<file path="src/rtl/arp_ctrl.sv">
// ARP resolution controller: single-entry IP->MAC cache, request/retry FSM,
// and a two-source arbiter for the shared ARP transmit port.
module arp_ctrl #(
  parameter int unsigned TIMEOUT_CYCLES = 125000,
  parameter int unsigned MAX_RETRY      = 3
) (
  input  logic        clk,
  input  logic        rst,
  input  logic [31:0] local_ip_addr,
  input  logic [31:0] dest_ip_addr,
  input  logic        tx_req,
  output logic        tx_grant,
  output logic        tx_fail,
  output logic [47:0] dest_mac_addr,
  input  logic        arp_found,
  input  logic [31:0] arp_rec_source_ip_addr,
  input  logic [47:0] arp_rec_source_mac_addr,
  input  logic        arp_reply_req,
  output logic        arp_reply_ack,
  output logic        arp_tx_req,
  output logic        arp_tx_type,
  output logic [31:0] arp_tx_target_ip,
  input  logic        arp_tx_ack
);

  localparam int unsigned CNT_W = 32;
  localparam int unsigned ATT_W = 4;

  typedef enum logic [2:0] {
    IDLE, CHECK, ARP_SEND, ARP_WAIT, GRANT, FAIL
  } state_e;

  state_e             state_q, state_d;
  logic [31:0]        target_ip_q, target_ip_d;
  logic               cache_valid_q, cache_valid_d;
  logic [31:0]        cache_ip_q, cache_ip_d;
  logic [47:0]        cache_mac_q, cache_mac_d;
  logic [CNT_W-1:0]   tmo_cnt_q, tmo_cnt_d;
  logic [ATT_W-1:0]   attempt_q, attempt_d;
  logic [47:0]        dest_mac_q, dest_mac_d;
  logic               tx_grant_q, tx_grant_d;
  logic               tx_fail_q, tx_fail_d;
  logic               tx_req_q, tx_req_d;
  logic               tx_type_q, tx_type_d;
  logic [31:0]        tx_ip_q, tx_ip_d;
  logic               reply_ack_q, reply_ack_d;
  logic               cool_q, cool_d;

  logic               fsm_ack;
  logic               found_match;
  logic               timeout;
  logic               unused_local_ip;

  // The own IP is not needed for resolution; receivers filter on it.
  assign unused_local_ip = ^local_ip_addr;

  assign fsm_ack     = (state_q == ARP_SEND) && tx_req_q && !tx_type_q && arp_tx_ack;
  assign found_match = arp_found && (arp_rec_source_ip_addr == target_ip_q);
  assign timeout     = (tmo_cnt_q == CNT_W'(TIMEOUT_CYCLES - 1));

  // Resolution FSM: next state, cache updates and result pulses.
  always_comb begin
    state_d       = state_q;
    target_ip_d   = target_ip_q;
    cache_valid_d = cache_valid_q;
    cache_ip_d    = cache_ip_q;
    cache_mac_d   = cache_mac_q;
    tmo_cnt_d     = tmo_cnt_q;
    attempt_d     = attempt_q;
    dest_mac_d    = dest_mac_q;
    tx_grant_d    = 1'b0;
    tx_fail_d     = 1'b0;
    case (state_q)
      IDLE: begin
        if (tx_req) begin
          target_ip_d = dest_ip_addr;
          state_d     = CHECK;
        end
      end
      CHECK: begin
        if (cache_valid_q && (cache_ip_q == target_ip_q)) begin
          dest_mac_d = cache_mac_q;
          tx_grant_d = 1'b1;
          state_d    = GRANT;
        end else begin
          attempt_d = '0;
          state_d   = ARP_SEND;
        end
      end
      ARP_SEND: begin
        if (fsm_ack) begin
          tmo_cnt_d = '0;
          state_d   = ARP_WAIT;
        end
      end
      ARP_WAIT: begin
        tmo_cnt_d = tmo_cnt_q + CNT_W'(1);
        // A matching reply takes precedence over a coincident timeout.
        if (found_match) begin
          cache_valid_d = 1'b1;
          cache_ip_d    = target_ip_q;
          cache_mac_d   = arp_rec_source_mac_addr;
          dest_mac_d    = arp_rec_source_mac_addr;
          tx_grant_d    = 1'b1;
          state_d       = GRANT;
        end else if (timeout) begin
          attempt_d = attempt_q + ATT_W'(1);
          if (attempt_d == ATT_W'(MAX_RETRY)) begin
            tx_fail_d = 1'b1;
            state_d   = FAIL;
          end else begin
            state_d = ARP_SEND;
          end
        end
      end
      GRANT:   state_d = IDLE;
      FAIL:    state_d = IDLE;
      default: state_d = IDLE;
    endcase
  end

  // TX port arbiter: replies win when idle; grant held until ack, then one
  // dead cycle so a just-acked reply source cannot be re-granted.
  always_comb begin
    tx_req_d    = tx_req_q;
    tx_type_d   = tx_type_q;
    tx_ip_d     = tx_ip_q;
    reply_ack_d = 1'b0;
    cool_d      = 1'b0;
    if (tx_req_q) begin
      if (arp_tx_ack) begin
        tx_req_d    = 1'b0;
        cool_d      = 1'b1;
        reply_ack_d = tx_type_q;
      end
    end else if (!cool_q) begin
      if (arp_reply_req) begin
        tx_req_d  = 1'b1;
        tx_type_d = 1'b1;
      end else if (state_q == ARP_SEND) begin
        tx_req_d  = 1'b1;
        tx_type_d = 1'b0;
        tx_ip_d   = target_ip_q;
      end
    end
  end

  always_ff @(posedge clk or posedge rst) begin
    if (rst) begin
      state_q       <= IDLE;
      target_ip_q   <= '0;
      cache_valid_q <= 1'b0;
      cache_ip_q    <= '0;
      cache_mac_q   <= '0;
      tmo_cnt_q     <= '0;
      attempt_q     <= '0;
      dest_mac_q    <= '0;
      tx_grant_q    <= 1'b0;
      tx_fail_q     <= 1'b0;
      tx_req_q      <= 1'b0;
      tx_type_q     <= 1'b0;
      tx_ip_q       <= '0;
      reply_ack_q   <= 1'b0;
      cool_q        <= 1'b0;
    end else begin
      state_q       <= state_d;
      target_ip_q   <= target_ip_d;
      cache_valid_q <= cache_valid_d;
      cache_ip_q    <= cache_ip_d;
      cache_mac_q   <= cache_mac_d;
      tmo_cnt_q     <= tmo_cnt_d;
      attempt_q     <= attempt_d;
      dest_mac_q    <= dest_mac_d;
      tx_grant_q    <= tx_grant_d;
      tx_fail_q     <= tx_fail_d;
      tx_req_q      <= tx_req_d;
      tx_type_q     <= tx_type_d;
      tx_ip_q       <= tx_ip_d;
      reply_ack_q   <= reply_ack_d;
      cool_q        <= cool_d;
    end
  end

  assign tx_grant         = tx_grant_q;
  assign tx_fail          = tx_fail_q;
  assign dest_mac_addr    = dest_mac_q;
  assign arp_reply_ack    = reply_ack_q;
  assign arp_tx_req       = tx_req_q;
  assign arp_tx_type      = tx_type_q;
  assign arp_tx_target_ip = tx_ip_q;

endmodule

</file>
<file path="config.mk">
export PLATFORM = sky130hd
export DESIGN_NAME = arp_ctrl
export DESIGN_NICKNAME = d
export VERILOG_FILES = /design/src/rtl/arp_ctrl.sv
export SDC_FILE = /design/constraint.sdc
export NUM_CORES = 1
export LEC_CHECK = 0
export CORE_UTILIZATION = 40
export CTS_BUF_LIST = sky130_fd_sc_hd__clkbuf_4 sky130_fd_sc_hd__clkbuf_8
export CTS_CLUSTER_SIZE = 40
export DETAILED_ROUTE_END_ITERATION = 12
export PLACE_DENSITY = 0.74
export SLEW_MARGIN = 20
export SYNTH_ARGS = -nofsm -noshare
export SYNTH_HDL_FRONTEND = slang
export SYNTH_SLANG_ARGS = --single-unit
</file>
<file path="constraint.sdc">
create_clock -name clk -period 9.31 [get_ports clk]
set_input_delay 1.862 -clock clk [delete_from_list [all_inputs] [get_ports clk]]
set_output_delay 1.862 -clock clk [all_outputs]
set_load 0.02 [all_outputs]
</file>
Word level (Yosys, flattened, before mapping)
Cells that the tools add are included.
- register bits: 238
- input bits: 150
- output and inout port bits: 85
- word-level logic and storage cells: 87
- bitwise gates (word level): 3
- $add $sub $neg: 2
- equal/unequal tests: 15
- reduce and logical (&&, ||, !) cells: 18
- muxes and demuxes: 34
- operators by type and width (kind ; number):
    $mux 48 ; 2
    $pmux 48 s2 ; 1
    $eq 32x32->1 ; 2
    $pmux 32 s2 ; 1
    $add 32x1->32 const B ; 1
    $eq 32x17->1 const B ; 1
    $mux 32 ; 1
    $mux 3 ; 6
    $mux 1 ; 17
    $ne 2x2->1 const B ; 7
    $mux 4 ; 3
    $pmux 3 s4 ; 1
    $reduce_and 3->1 ; 3
    $pmux 4 s2 ; 1
    $reduce_and 4->1 ; 2
    $eq 3x2->1 const B ; 2
    $reduce_and 2->1 ; 3
    $reduce_bool 2->1 ; 3
    $logic_and 1x1->1 ; 5
    $add 4x1->4 const B ; 1
    $eq 4x2->1 const B ; 1
    $eq 3x1->1 const B ; 1
    $logic_not 3->1 ; 1
    $ne 3x3->1 const B ; 1
    other kinds (3) ; 5

Longest topological paths before layout
- depth after elaboration: 6
- gate-level depth with buffers: 8

Least setup slack after synthesis
Ideal clock, no wire load.
- kind: in2reg
- from: input arp_rec_source_ip_addr[9]
- to: register dest_mac_q[0], in the netlist dest_mac_addr[0]
- path buffers: 2
- setup slack: 5837 ps
- arrival time: 3346 ps
- data required time: 9183 ps
- library setup time: 127 ps
- stages: 8
- path through: xnor2_1 -> nand4_1 -> nor4_1 -> nand4_1 -> o21ai_1 -> buf_4 -> buf_6 -> mux2_1
- longest elaborated chain between the ends: 4
- ends and longest elaborated chain (element ; line ; RTL):
    start, declared ; 16 ; input logic [31:0] arp_rec_source_ip_addr,
    $eq 32x32->1 ; 58 ; assign found_match = arp_found && (arp_rec_source_ip_addr == target_ip_q);
    $logic_and 1x1->1 ; 58 ;
    $ne 2x2->1 (no source line) ; -- ;
    $reduce_and 3->1 (no source line) ; -- ;
    end signal, assigned ; 173 ; dest_mac_q <= dest_mac_d;
    end, declared ; 40 ; logic [47:0] dest_mac_q, dest_mac_d;
No other way between the ends.
A chain may end at the register's enable or synchronous reset.

Worst setup path after layout
- from: input arp_rec_source_ip_addr[10]
- to: register cache_mac_q[22]
- longest elaborated chain between the ends: 3
- ends and longest elaborated chain (element ; line ; RTL):
    $eq 32x32->1 ; 58 ;
    $logic_and 1x1->1 ; 58 ;
    $reduce_and 2->1 (no source line) ; -- ;
    end signal, assigned ; 170 ; cache_mac_q <= cache_mac_d;
    end, declared ; 37 ; logic [47:0] cache_mac_q, cache_mac_d;
No other way between the ends.

==> results.toml <==
[synthesis]
synth.cell_area_um2 = 11000
syn_nets = 994
async_flop_share = 1.00
synth_top_family_by_area = "multiplexers"
yosysWarningCount = 0
synthTopCellsByCount = "238 x dfrtp_1, 196 x mux2_2, 60 x xnor2_1"
ys_top_cells_by_area = "dfrtp_1 54%, mux2_2 20%, xnor2_1 4.8%, mux2_1 4.0%, nand3_1 1.9%"
ys_types = 47
synth_simple_gate_area_share = 0.0957
synth_top_flop_cell = "dfrtp_1"
synth_top_area_share = 0.544
avgSynthCellArea_um2 = 13.0
synth_xor_area_frac = 0.0520
synth_mux_area_frac = 0.254
seq_area_frac_synth = 0.544
ys_ff_latch = 238
yosys.area.top_type = "dfrtp_1"
syn-instance-count = 841
synth_edf_count = 0
synth-compound-area-share = 0.0288
yosys.area_share.adder = 0.00343
yosysMostFrequentCell = "dfrtp_1"

[setup_path]
start_kind = "primary input"
worst-path-max-fanout = 77
rr_startpoint = "target_ip_q[20]"
crit_required_ns = 9.73
r2r_end = "cache_mac_q[22]"
r2r_slack_ns = 6.08
cp.arrival_ns = 4.92
crit_type = "in2reg"
end_kind = "register"
ff2ff_path_depth = 7

[place]
dpl_worst_slack_ns = 4.31
globalplace.congestion = 0.881
dp_hpwl_um = 17700
io_buffers = 202
dpl_cell_area_um2 = 13300

[global_routing]
grt_first_pass_wirelength_um = 41600
grt_usage = 0.187
grt_max_degree = 87
antenna_found_initial = 2
grt_overflow = 0
grt_pass1_vias = 7736

[route]
ant_nets = 0
routed_wl_um = 25700
drc = 0
drt-initial-drc-count = 394
post_drt_wl_per_cell_um = 17.9
viasPerCell = 5.21
drtPass1Iterations = 4
via_count = 7484

[timing]
slew_headroom = 0.262
hold_slack_ns = 0.472
worst_slack_ns = 4.81
rsz0062_at_grt = "no"
finalHoldViolCount = 0
max_freq_mhz = 222
finalCritPeriodShare = 0.483
finClkSkew_ns = 0.0313
drv_slew = 0
tns_ns = 0
worstMarginPinSlew_ns = 1.11
setup_viol = 0
finalCriticalPeriod_ns = 4.50

[cells_and_area]
drive_gt1_frac = 0.268
regArea_um2 = 5960
fillers = 2290
multi_input_area_um2 = 4790
nNetsFinal = 1216
final_util = 0.533
final_cell_area_um2 = 14300
synthToLayoutAreaGrowth_pct = 30.8

[min_path]
hold_start = "tmo_cnt_q[16]"
hp-class = "reg2reg"
holdPathStages = 1
hold_path_end = "tmo_cnt_q[16]"

[cts]
cts-buffers-inserted = 42
cts_setup_buffers = 0
insertion_delay_ns = 0.55
cts_sinks = 238
cts_root_buf = "clkbuf_8"
htree_levels = 2
cts_max_path_buffers = 3
cts_resized = 0
cts_hold_buf = 0
tritoncts = "done"
path_clk_slew_ns = 0.06

[status]
status = "finished clean"

[floorplanning]
die_w_um = 167
core_um2 = 26900
dieArea_um2 = 28000
die_h_um = 167
start_util = 0.407
num_io_pins = 235
rows = 60

[run]
maxCapViolations = 0

[power_and_ir_drop]
power_density_nw_per_um2 = 217
power.leakage_uw = 0.00633
vdd_drop_max_v = 0.000129
==> how the worst max path moves through the flow <==
| stage | slack, ns | start | endpoint | cells after the start |
|---|---|---|---|---|
| 6_report | 4.81 | arp_rec_source_ip_addr[10] | cache_mac_q[22] | 8 |
| 5_1_grt | 4.60 | arp_rec_source_ip_addr[8] | cache_mac_q[27] | 8 |
| 4_1_cts | 4.88 | arp_rec_source_ip_addr[29] | cache_mac_q[40] | 8 |
| 3_5_place_dp | 4.31 | arp_rec_source_ip_addr[8] | cache_mac_q[19] | 8 |
| 3_3_place_gp | 4.33 | arp_rec_source_ip_addr[30] | cache_mac_q[25] | 8 |
| 2_1_floorplan | 0.92 | rst | arp_reply_ack | 1 |
==> layout make-up <==
cell class / count / area share
flip-flops and latches: 238 / 0.416
multi-input cells: 555 / 0.335
repair buffers: 210 / 0.147
clock buffers: 69 / 0.0615
well taps: 341 / 0.0298
clock inverters: 6 / 0.00646
inverters: 16 / 0.00472
diodes: 1 / 0.000175
==> worst max-delay path, cell delays in order <==
cell,delay [ns]
clkdlybuf4s50_1,0.42
xnor2_1,0.28
and2_0,0.18
nor4bb_1,0.31
nand4_1,0.34
nor2_4,0.19
buf_4,0.81
mux2_2,0.42
==> power by group <==
group          switching [uW]  leakage (uW)  internal (uW)
logic                     317       0.00266            344
registers                 168       0.00316           1190
clock network             438      0.000510            654
total                     922       0.00633           2190
==> metal layers <==
metal | global-route usage | wire length [um] | vias to the layer above
met3 | 0.0482 | 1570 | 52
li1 | - | - | 3511
met5 | 0 | 12 | -
met1 | 0.241 | 11100 | 3700
met4 | 0.0770 | 803 | 2
met2 | 0.301 | 12200 | 219
==> cell usage in the layout, fill, tap and decap left out, types with 3 or more instances in the layout <==
cell type	instances
dfrtp_1	237
clkdlybuf4s50_1	202
mux2_2	196
xnor2_1	60
clkbuf_8	58
nand3_1	41
mux2_1	39
nand2_1	37
nand4_1	32
o21ai_0	28
inv_1	15
nor4_1	15
mux2i_1	14
nor2_1	12
clkbuf_4	11
nor3_1	10
o31ai_1	7
buf_4	6
xor2_1	5
and3_1	5
nor4b_1	5
and4_1	5
o211ai_1	5
or2_2	5
a21oi_1	3
ha_1	3
==> metrics by stage <==
| step | std cells | power, uW |
|---|---|---|
| floorplan | 841 | 1710 |
| finish | 1436 | 3110 |
| detailed placement | 1360 | 2040 |
| global placement | 1359 | 2010 |
| CTS | 1435 | 3150 |
| global route | 1436 | 3270 |
==> sequential cells by signal, summed over array words and instances, names as in the netlist, 3 cells and up <==
register          cells
dest_mac_addr        48
tmo_cnt_q            32
attempt_q             4
state_q               3
target_ip_q          32
arp_tx_target_ip     32
cache_ip_q           32
cache_mac_q          48
==> cell families (layout without fill, tap and decap cells) <==
family / after synthesis / count (layout)
multiplexers: 249 / 249
flip-flops: 238 / 238
AND/OR/NAND/NOR: 186 / 186
XOR/XNOR: 65 / 65
AO/OA/AOI/OAI: 52 / 52
buffers and inverters: 48 / 301
adder cells (fa/ha/maj): 3 / 3
other: 0 / 1
No activity file was read; power rests on OpenSTA's default activity.
